<file path="config.mk">
export PLATFORM = sky130hd
export DESIGN_NAME = cart_loader
export DESIGN_NICKNAME = d
export VERILOG_FILES = /design/src/rtl/cart_loader.sv
export SDC_FILE = /design/constraint.sdc
export NUM_CORES = 1
export LEC_CHECK = 0
export BUFFER_PORTS_ARGS = -buffer_cell sky130_fd_sc_hd__buf_2
export CAP_MARGIN = 20
export CELL_PAD_IN_SITES_DETAIL_PLACEMENT = 1
export CELL_PAD_IN_SITES_GLOBAL_PLACEMENT = 1
export CORE_UTILIZATION = 46
export DETAILED_ROUTE_END_ITERATION = 6
export PLACE_DENSITY_LB_ADDON = 0.1
export SYNTH_ARGS = -nofsm -noshare
export SYNTH_HDL_FRONTEND = slang
export SYNTH_SLANG_ARGS = --single-unit
</file>
<file path="constraint.sdc">
create_clock -name clk_sys -period 4.4 [get_ports clk_sys]
set_input_delay 0 -clock clk_sys [delete_from_list [all_inputs] [get_ports clk_sys]]
set_output_delay 0 -clock clk_sys [all_outputs]
set_load 0.005 [all_outputs]
</file>
<file path="src/rtl/cart_loader.sv">
// Streams ioctl download bytes into the BIOS or cart RAM through a small write FIFO,
// stripping and decoding the 7800 "ATARI" header on cart loads.
module cart_loader #(
    parameter int         ADDR_W     = 18,
    parameter int         HDR_LEN    = 128,
    parameter int         FIFO_DEPTH = 4,
    parameter logic [7:0] BIOS_INDEX = 8'd0
) (
    input  logic              clk_sys,
    input  logic              reset,
    input  logic              ioctl_download,
    input  logic [7:0]        ioctl_index,
    input  logic [24:0]       ioctl_addr,
    input  logic [7:0]        ioctl_dout,
    input  logic              ioctl_wr,
    output logic              ioctl_wait,
    output logic              mem_we,
    output logic              mem_sel,
    output logic [ADDR_W-1:0] mem_addr,
    output logic [7:0]        mem_data,
    input  logic              mem_ack,
    output logic              cart_is_7800,
    output logic [15:0]       cart_flags,
    output logic [7:0]        joy0_type,
    output logic [7:0]        joy1_type,
    output logic [7:0]        cart_region,
    output logic [7:0]        cart_save,
    output logic [31:0]       cart_size,
    output logic              load_done,
    output logic              busy,
    output logic              err_overflow
);

    localparam int PTR_W = $clog2(FIFO_DEPTH);
    localparam int ENT_W = 1 + ADDR_W + 8;
    localparam logic [PTR_W:0] CNT_FULL = (PTR_W+1)'(FIFO_DEPTH);
    localparam logic [PTR_W:0] CNT_HIGH = (PTR_W+1)'(FIFO_DEPTH - 1);

    typedef enum logic [1:0] {
        S_IDLE,
        S_LOAD,
        S_DRAIN,
        S_DONE
    } state_t;

    state_t state;

    logic        dl_q;
    logic        sel_cart;
    logic        sig_ok;
    logic        any_wr;
    logic [24:0] last_addr;

    logic [ENT_W-1:0] fifo_mem [FIFO_DEPTH];
    logic [PTR_W-1:0] wr_ptr;
    logic [PTR_W-1:0] rd_ptr;
    logic [PTR_W:0]   count;
    logic [PTR_W:0]   count_nxt;

    logic              dl_rise;
    logic              dl_fall;
    logic              wr_ev;
    logic              in_hdr;
    logic              push_req;
    logic              full;
    logic              push;
    logic              drop;
    logic              accept;
    logic              pop;
    logic              hi_water;
    logic [ADDR_W-1:0] push_addr;
    logic [ENT_W-1:0]  head;
    logic [7:0]        sig_ch;
    logic              sig_pos;
    logic              sig_match;
    logic [31:0]       size_all;
    logic [31:0]       size_net;

    assign dl_rise  = ioctl_download & ~dl_q;
    assign dl_fall  = ~ioctl_download & dl_q;
    assign wr_ev    = (state == S_LOAD) & ioctl_wr;
    assign in_hdr   = sel_cart & cart_is_7800 & (ioctl_addr < 25'(HDR_LEN));
    assign push_req = wr_ev & ~in_hdr;
    assign full     = (count == CNT_FULL);
    assign push     = push_req & ~full;
    assign drop     = push_req & full;
    assign accept   = wr_ev & ~drop;

    assign mem_we = (count != '0);
    assign pop    = mem_we & mem_ack;

    assign count_nxt = count + (PTR_W+1)'(push) - (PTR_W+1)'(pop);
    assign hi_water  = (count_nxt >= CNT_HIGH);

    // Once the signature is known, payload lands at file offset minus header.
    assign push_addr = (sel_cart & cart_is_7800)
                     ? ADDR_W'(ioctl_addr - 25'(HDR_LEN))
                     : ioctl_addr[ADDR_W-1:0];

    assign head = fifo_mem[rd_ptr];
    assign {mem_sel, mem_addr, mem_data} = mem_we ? head : '0;

    always_comb begin
        sig_ch  = 8'h00;
        sig_pos = 1'b1;
        case (ioctl_addr)
            25'd1:   sig_ch = 8'h41;
            25'd2:   sig_ch = 8'h54;
            25'd3:   sig_ch = 8'h41;
            25'd4:   sig_ch = 8'h52;
            25'd5:   sig_ch = 8'h49;
            default: sig_pos = 1'b0;
        endcase
    end

    assign sig_match = sig_pos & (ioctl_dout == sig_ch);

    // Byte count excluding the header, clamped at zero.
    assign size_all = 32'(last_addr) + 32'd1;

    always_comb begin
        size_net = size_all;
        if (!any_wr) begin
            size_net = '0;
        end else if (cart_is_7800) begin
            if (size_all < 32'(HDR_LEN)) begin
                size_net = '0;
            end else begin
                size_net = size_all - 32'(HDR_LEN);
            end
        end
    end

    always_ff @(posedge clk_sys) begin
        if (push) begin
            fifo_mem[wr_ptr] <= {sel_cart, push_addr, ioctl_dout};
        end
    end

    always_ff @(posedge clk_sys or posedge reset) begin
        if (reset) begin
            wr_ptr <= '0;
            rd_ptr <= '0;
            count  <= '0;
        end else begin
            if (push) begin
                wr_ptr <= wr_ptr + 1'b1;
            end
            if (pop) begin
                rd_ptr <= rd_ptr + 1'b1;
            end
            count <= count_nxt;
        end
    end

    always_ff @(posedge clk_sys or posedge reset) begin
        if (reset) begin
            state        <= S_IDLE;
            dl_q         <= 1'b0;
            sel_cart     <= 1'b0;
            sig_ok       <= 1'b0;
            any_wr       <= 1'b0;
            last_addr    <= '0;
            ioctl_wait   <= 1'b0;
            cart_is_7800 <= 1'b0;
            cart_flags   <= '0;
            joy0_type    <= '0;
            joy1_type    <= '0;
            cart_region  <= '0;
            cart_save    <= '0;
            cart_size    <= '0;
            load_done    <= 1'b0;
            busy         <= 1'b0;
            err_overflow <= 1'b0;
        end else begin
            dl_q       <= ioctl_download;
            load_done  <= 1'b0;
            ioctl_wait <= hi_water;

            if (drop) begin
                err_overflow <= 1'b1;
            end

            if (accept & sel_cart) begin
                last_addr <= ioctl_addr;
                any_wr    <= 1'b1;
                case (ioctl_addr)
                    25'd1:   sig_ok <= sig_match;
                    25'd2,
                    25'd3,
                    25'd4:   sig_ok <= sig_ok & sig_match;
                    25'd5:   cart_is_7800 <= sig_ok & sig_match;
                    25'd53:  cart_flags[15:8] <= ioctl_dout;
                    25'd54:  cart_flags[7:0] <= ioctl_dout;
                    25'd55:  joy0_type <= ioctl_dout;
                    25'd56:  joy1_type <= ioctl_dout;
                    25'd57:  cart_region <= ioctl_dout;
                    25'd58:  cart_save <= ioctl_dout;
                    default: ;
                endcase
            end

            case (state)
                S_IDLE: begin
                    if (dl_rise) begin
                        state    <= S_LOAD;
                        busy     <= 1'b1;
                        sel_cart <= (ioctl_index != BIOS_INDEX);
                        if (ioctl_index != BIOS_INDEX) begin
                            sig_ok       <= 1'b0;
                            any_wr       <= 1'b0;
                            last_addr    <= '0;
                            cart_is_7800 <= 1'b0;
                            cart_flags   <= '0;
                            joy0_type    <= '0;
                            joy1_type    <= '0;
                            cart_region  <= '0;
                            cart_save    <= '0;
                            cart_size    <= '0;
                            err_overflow <= 1'b0;
                        end
                    end
                end
                S_LOAD: begin
                    if (dl_fall) begin
                        state      <= S_DRAIN;
                        ioctl_wait <= 1'b1;
                        if (sel_cart) begin
                            cart_size <= size_net;
                        end
                    end
                end
                S_DRAIN: begin
                    ioctl_wait <= 1'b1;
                    // Leave as the last entry pops so load_done trails it by one cycle.
                    if (count_nxt == '0) begin
                        state     <= S_DONE;
                        load_done <= 1'b1;
                        busy      <= 1'b0;
                    end
                end
                S_DONE: begin
                    state <= S_IDLE;
                end
                default: begin
                    state <= S_IDLE;
                end
            endcase
        end
    end

endmodule

</file>
==> impl_metrics.csv <==
group,metric,value,unit
routing,vias,7720,
clocking,htreeDepth,1,
routing,first_pass_iters,4,
power_and_ir_drop,p_switching,2.45,mW
cells_and_area,drive_above_1_share,24.7,%
clocking,tritoncts.num_buffers,26,
setup_path,crit-reg2reg-launch,"cart_is_7800",
timing,relSlewSlack,35.6,%
routing,routedWlPerCell,19.9,um
place,pre_cts_slack,665,ps
synthesis,ys_types,66,
place,placed_area,0.0117,mm^2
grt,grtUsageMet2,40.0,%
power_and_ir_drop,power_frac_seq,40.3,%
timing,fmax,0.267,GHz
synthesis,synthSimpleGateAreaFrac,16.3,%
cells_and_area,final_cell_mix,"buf_2, dfrtp_1, edfxtp_1",
floorplanning,dieArea,0.0238,mm^2
power_and_ir_drop,power.share.combinational,29.9,%
synthesis,ys_top_cells_by_area,"edfxtp_1, dfrtp_1, mux4_2",
synthesis,synth_nets,949,
timing,rsz0062_at_grt,"no",
setup_path,critPathArrivalTime,4210,ps
hold_path,min_to,"last_addr[19]",
cells_and_area,final_common_cell,"buf_2",
floorplanning,dieHeight,154,um
clocking,worst_skew_pair.late_latency,520,ps
grt,antenna_found_initial,0,
timing,finalSetupTns,0,ps
grt,grtUsageMet1,32.7,%
synthesis,yosys_warnings,0,
floorplanning,rows,55,
job,drv_cap,0,
power_and_ir_drop,total_leakage_power,5.40,nW
power_and_ir_drop,p_sw_share,32.9,%
timing,min_period,3750,ps
synthesis,synth_compound_gate_area_share,6.02,%
grt,grt_usage,23.7,%
hold_path,holdPathStages,5,
timing,period_share,85.3,%
synthesis,yosys.area_share.adder,1.72,%
setup_path,r2r_setup_slack,650,ps
synthesis,ys_ff_latch,226,
synthesis,synth_top_cell_by_area,"edfxtp_1",
setup_path,reg2regPathDepth,15,
timing,skew,23.5,ps
cells_and_area,design_area,0.0130,mm^2
timing,slew_viol_final,0,
clocking,postCtsHoldBufs,37,
place,io_buffers,158,
routing,drc,0,
outcome,status,"finished, final reports clean",
clocking,clock_sinks,226,
synthesis,ys_seq_area_share,58.2,%
cells_and_area,antenna_cells,0,
grt,grt_max_degree,72,
setup_path,required,4860,ps
power_and_ir_drop,cell_internal_pwr,5.01,mW
synthesis,synth_ff_type,"dfrtp_1",
clocking,cts_resized,0,
floorplanning,die_w,154,um
power_and_ir_drop,ir_drop,0.317,mV
synthesis,synthMuxAreaShare,11.0,%
routing,drt_first_iter_violations,433,
place,dp_hpwl,18600,um
setup_path,crit_fanout,10,
synthesis,netlist.area_leader.share,30.5,%
place,place_congestion,0.857,
synthesis,synth.avg_cell_area,12.0,um^2
timing,worst_slew_pin_slew,967,ps
floorplanning,start_util,47.0,%
cells_and_area,area_growth_syn_to_layout,22.2,%
hold_path,hp-start,"ioctl_index[6]",
routing,drt.antenna.violating_nets,0,
clocking,cts_tree,"yes",
timing,fin_ws,649,ps
clocking,path_clk_slew,60,ps
setup_path,path_class,"flop to flop",
grt,grt_most_used_layer,"met2",
cells_and_area,nets,1136,
clocking,cts_setup_buffers,0,
synthesis,synth_top_family_by_area,"simple AND/OR/NAND/NOR gates",
grt,overflow,0,
timing,finalHoldViolCount,0,
synthesis,synth_area,0.0106,mm^2
clocking,ctsRootBufferMaster,"clkbuf_16",
routing,via_per_inst,5.59,
power_and_ir_drop,power.share.clock,29.7,%
cells_and_area,final_core_util,57.5,%
synthesis,synthCells,889,
floorplanning,core,0.0226,mm^2
synthesis,synth_edf_count,108,
setup_path,rr_endpoint,"state[0]",
setup_path,crit_path_end_kind,"flop",
synthesis,synth_xor_area_share,3.78,%
clocking,cts_buffer_depth,3,
synthesis,async_flop_share,52.2,%
setup_path,start_kind,"flop",
grt,grt.met3_usage,3.10,%
routing,wl,27400,um
hold_path,hp-class,"input port to flop",
grt,grt_pass1_vias,7965,
timing,setup_viol,0,
power_and_ir_drop,power_density,573,mW/mm^2
floorplanning,io_pins,159,
grt,grt_pass1_wl,44100,um
sequential cells by signal (all words and copies together) (netlist names):
register,count
any_wr,1
busy,1
cart_flags,16
cart_is_7800,1
cart_region,8
cart_save,8
cart_size,27
count,3
dl_q,1
err_overflow,1
fifo_mem,108
ioctl_wait,1
joy0_type,8
joy1_type,8
last_addr,25
load_done,1
rd_ptr,2
sel_cart,1
sig_ok,1
state,2
wr_ptr,2
metal layers:
layer  part of all wire, %  wire [um]
met1                    45      12500
met3                   4.4       1220
met2                    48      13300
met4                   1.6        442
met5                     0          0
worst max-delay path, cell delays in order, from the launching register on:
cell and delay, ps:
dfrtp_1 530, nand3_1 180, or2_2 230, nor3_1 90, nor3_1 630, inv_1 110
ha_1 310, inv_1 40, ha_1 180, fa_1 370, xnor2_1 150, xnor2_1 160
nor3_1 240, inv_1 80, a21oi_1 220, o32a_1 190
area by class of cell:
class                      instances  area [um^2]
clock buffer                      38          767
timing repair buffer             214         1320
inverter                          24         92.6
clock inverter                     9          128
multi-input combinational        584         4150
tap                              285          357
fill                            2390         9630
sequential                       226         6200
worst max path at each step:
stage,startpoint,end,cells after the start
global placement,cart_is_7800,state[0],15
finish,cart_is_7800,state[0],15
detailed placement,cart_is_7800,state[0],15
global route,cart_is_7800,state[1],16
floorplan,cart_is_7800,state[0],17
CTS,cart_is_7800,state[0],15
through the flow:
stage | hold WS, ps | cells | power [mW]
2_1_floorplan | 31.4 | 889 | 4.44
3_3_place_gp | 151 | 1295 | 5.20
3_5_place_dp | 164 | 1295 | 5.26
4_1_cts | 168 | 1379 | 7.54
5_1_grt | 39.8 | 1380 | 7.89
6_report | 28.2 | 1380 | 7.46
logic make-up (layout without fill, tap and decap cells):
kind of cell | after synthesis | after routing
simple gates | 339 | 339
xor+xnor | 46 | 46
compound gates | 102 | 102
fa+ha+maj | 14 | 14
flops | 226 | 226
mux | 83 | 83
buf+inv | 79 | 285
power groups by stage:
stage / Combinational [mW] / Sequential [mW] / Clock, mW
floorplan: 1.65 / 2.79 / 0
global placement: 2.17 / 3.03 / 0
detailed placement: 2.21 / 3.04 / 0
CTS: 2.26 / 3.01 / 2.27
global route: 2.48 / 3.07 / 2.33
finish: 2.23 / 3.01 / 2.22
cells in the mapped netlist, types with 3 or more instances:
library cell,n
dfrtp_1,118
edfxtp_1,108
nand2_1,80
nor2_1,76
mux2i_1,55
nand3_1,40
and2_1,35
clkbuf_1,35
o21ai_0,32
a21oi_1,31
xnor2_1,29
mux4_2,27
inv_1,24
nand4_1,22
nor3_1,18
xor2_1,17
ha_1,13
buf_1,11
nand2b_1,10
nor4_1,9
and3_1,8
o31ai_1,7
or3_1,7
or4_1,7
buf_4,5
nor2_2,5
a32o_1,3
and4_1,3
buf_2,3
nand3b_1,3
nor4_2,3
or4_4,3
No activity file was read; power rests on OpenSTA's default activity.
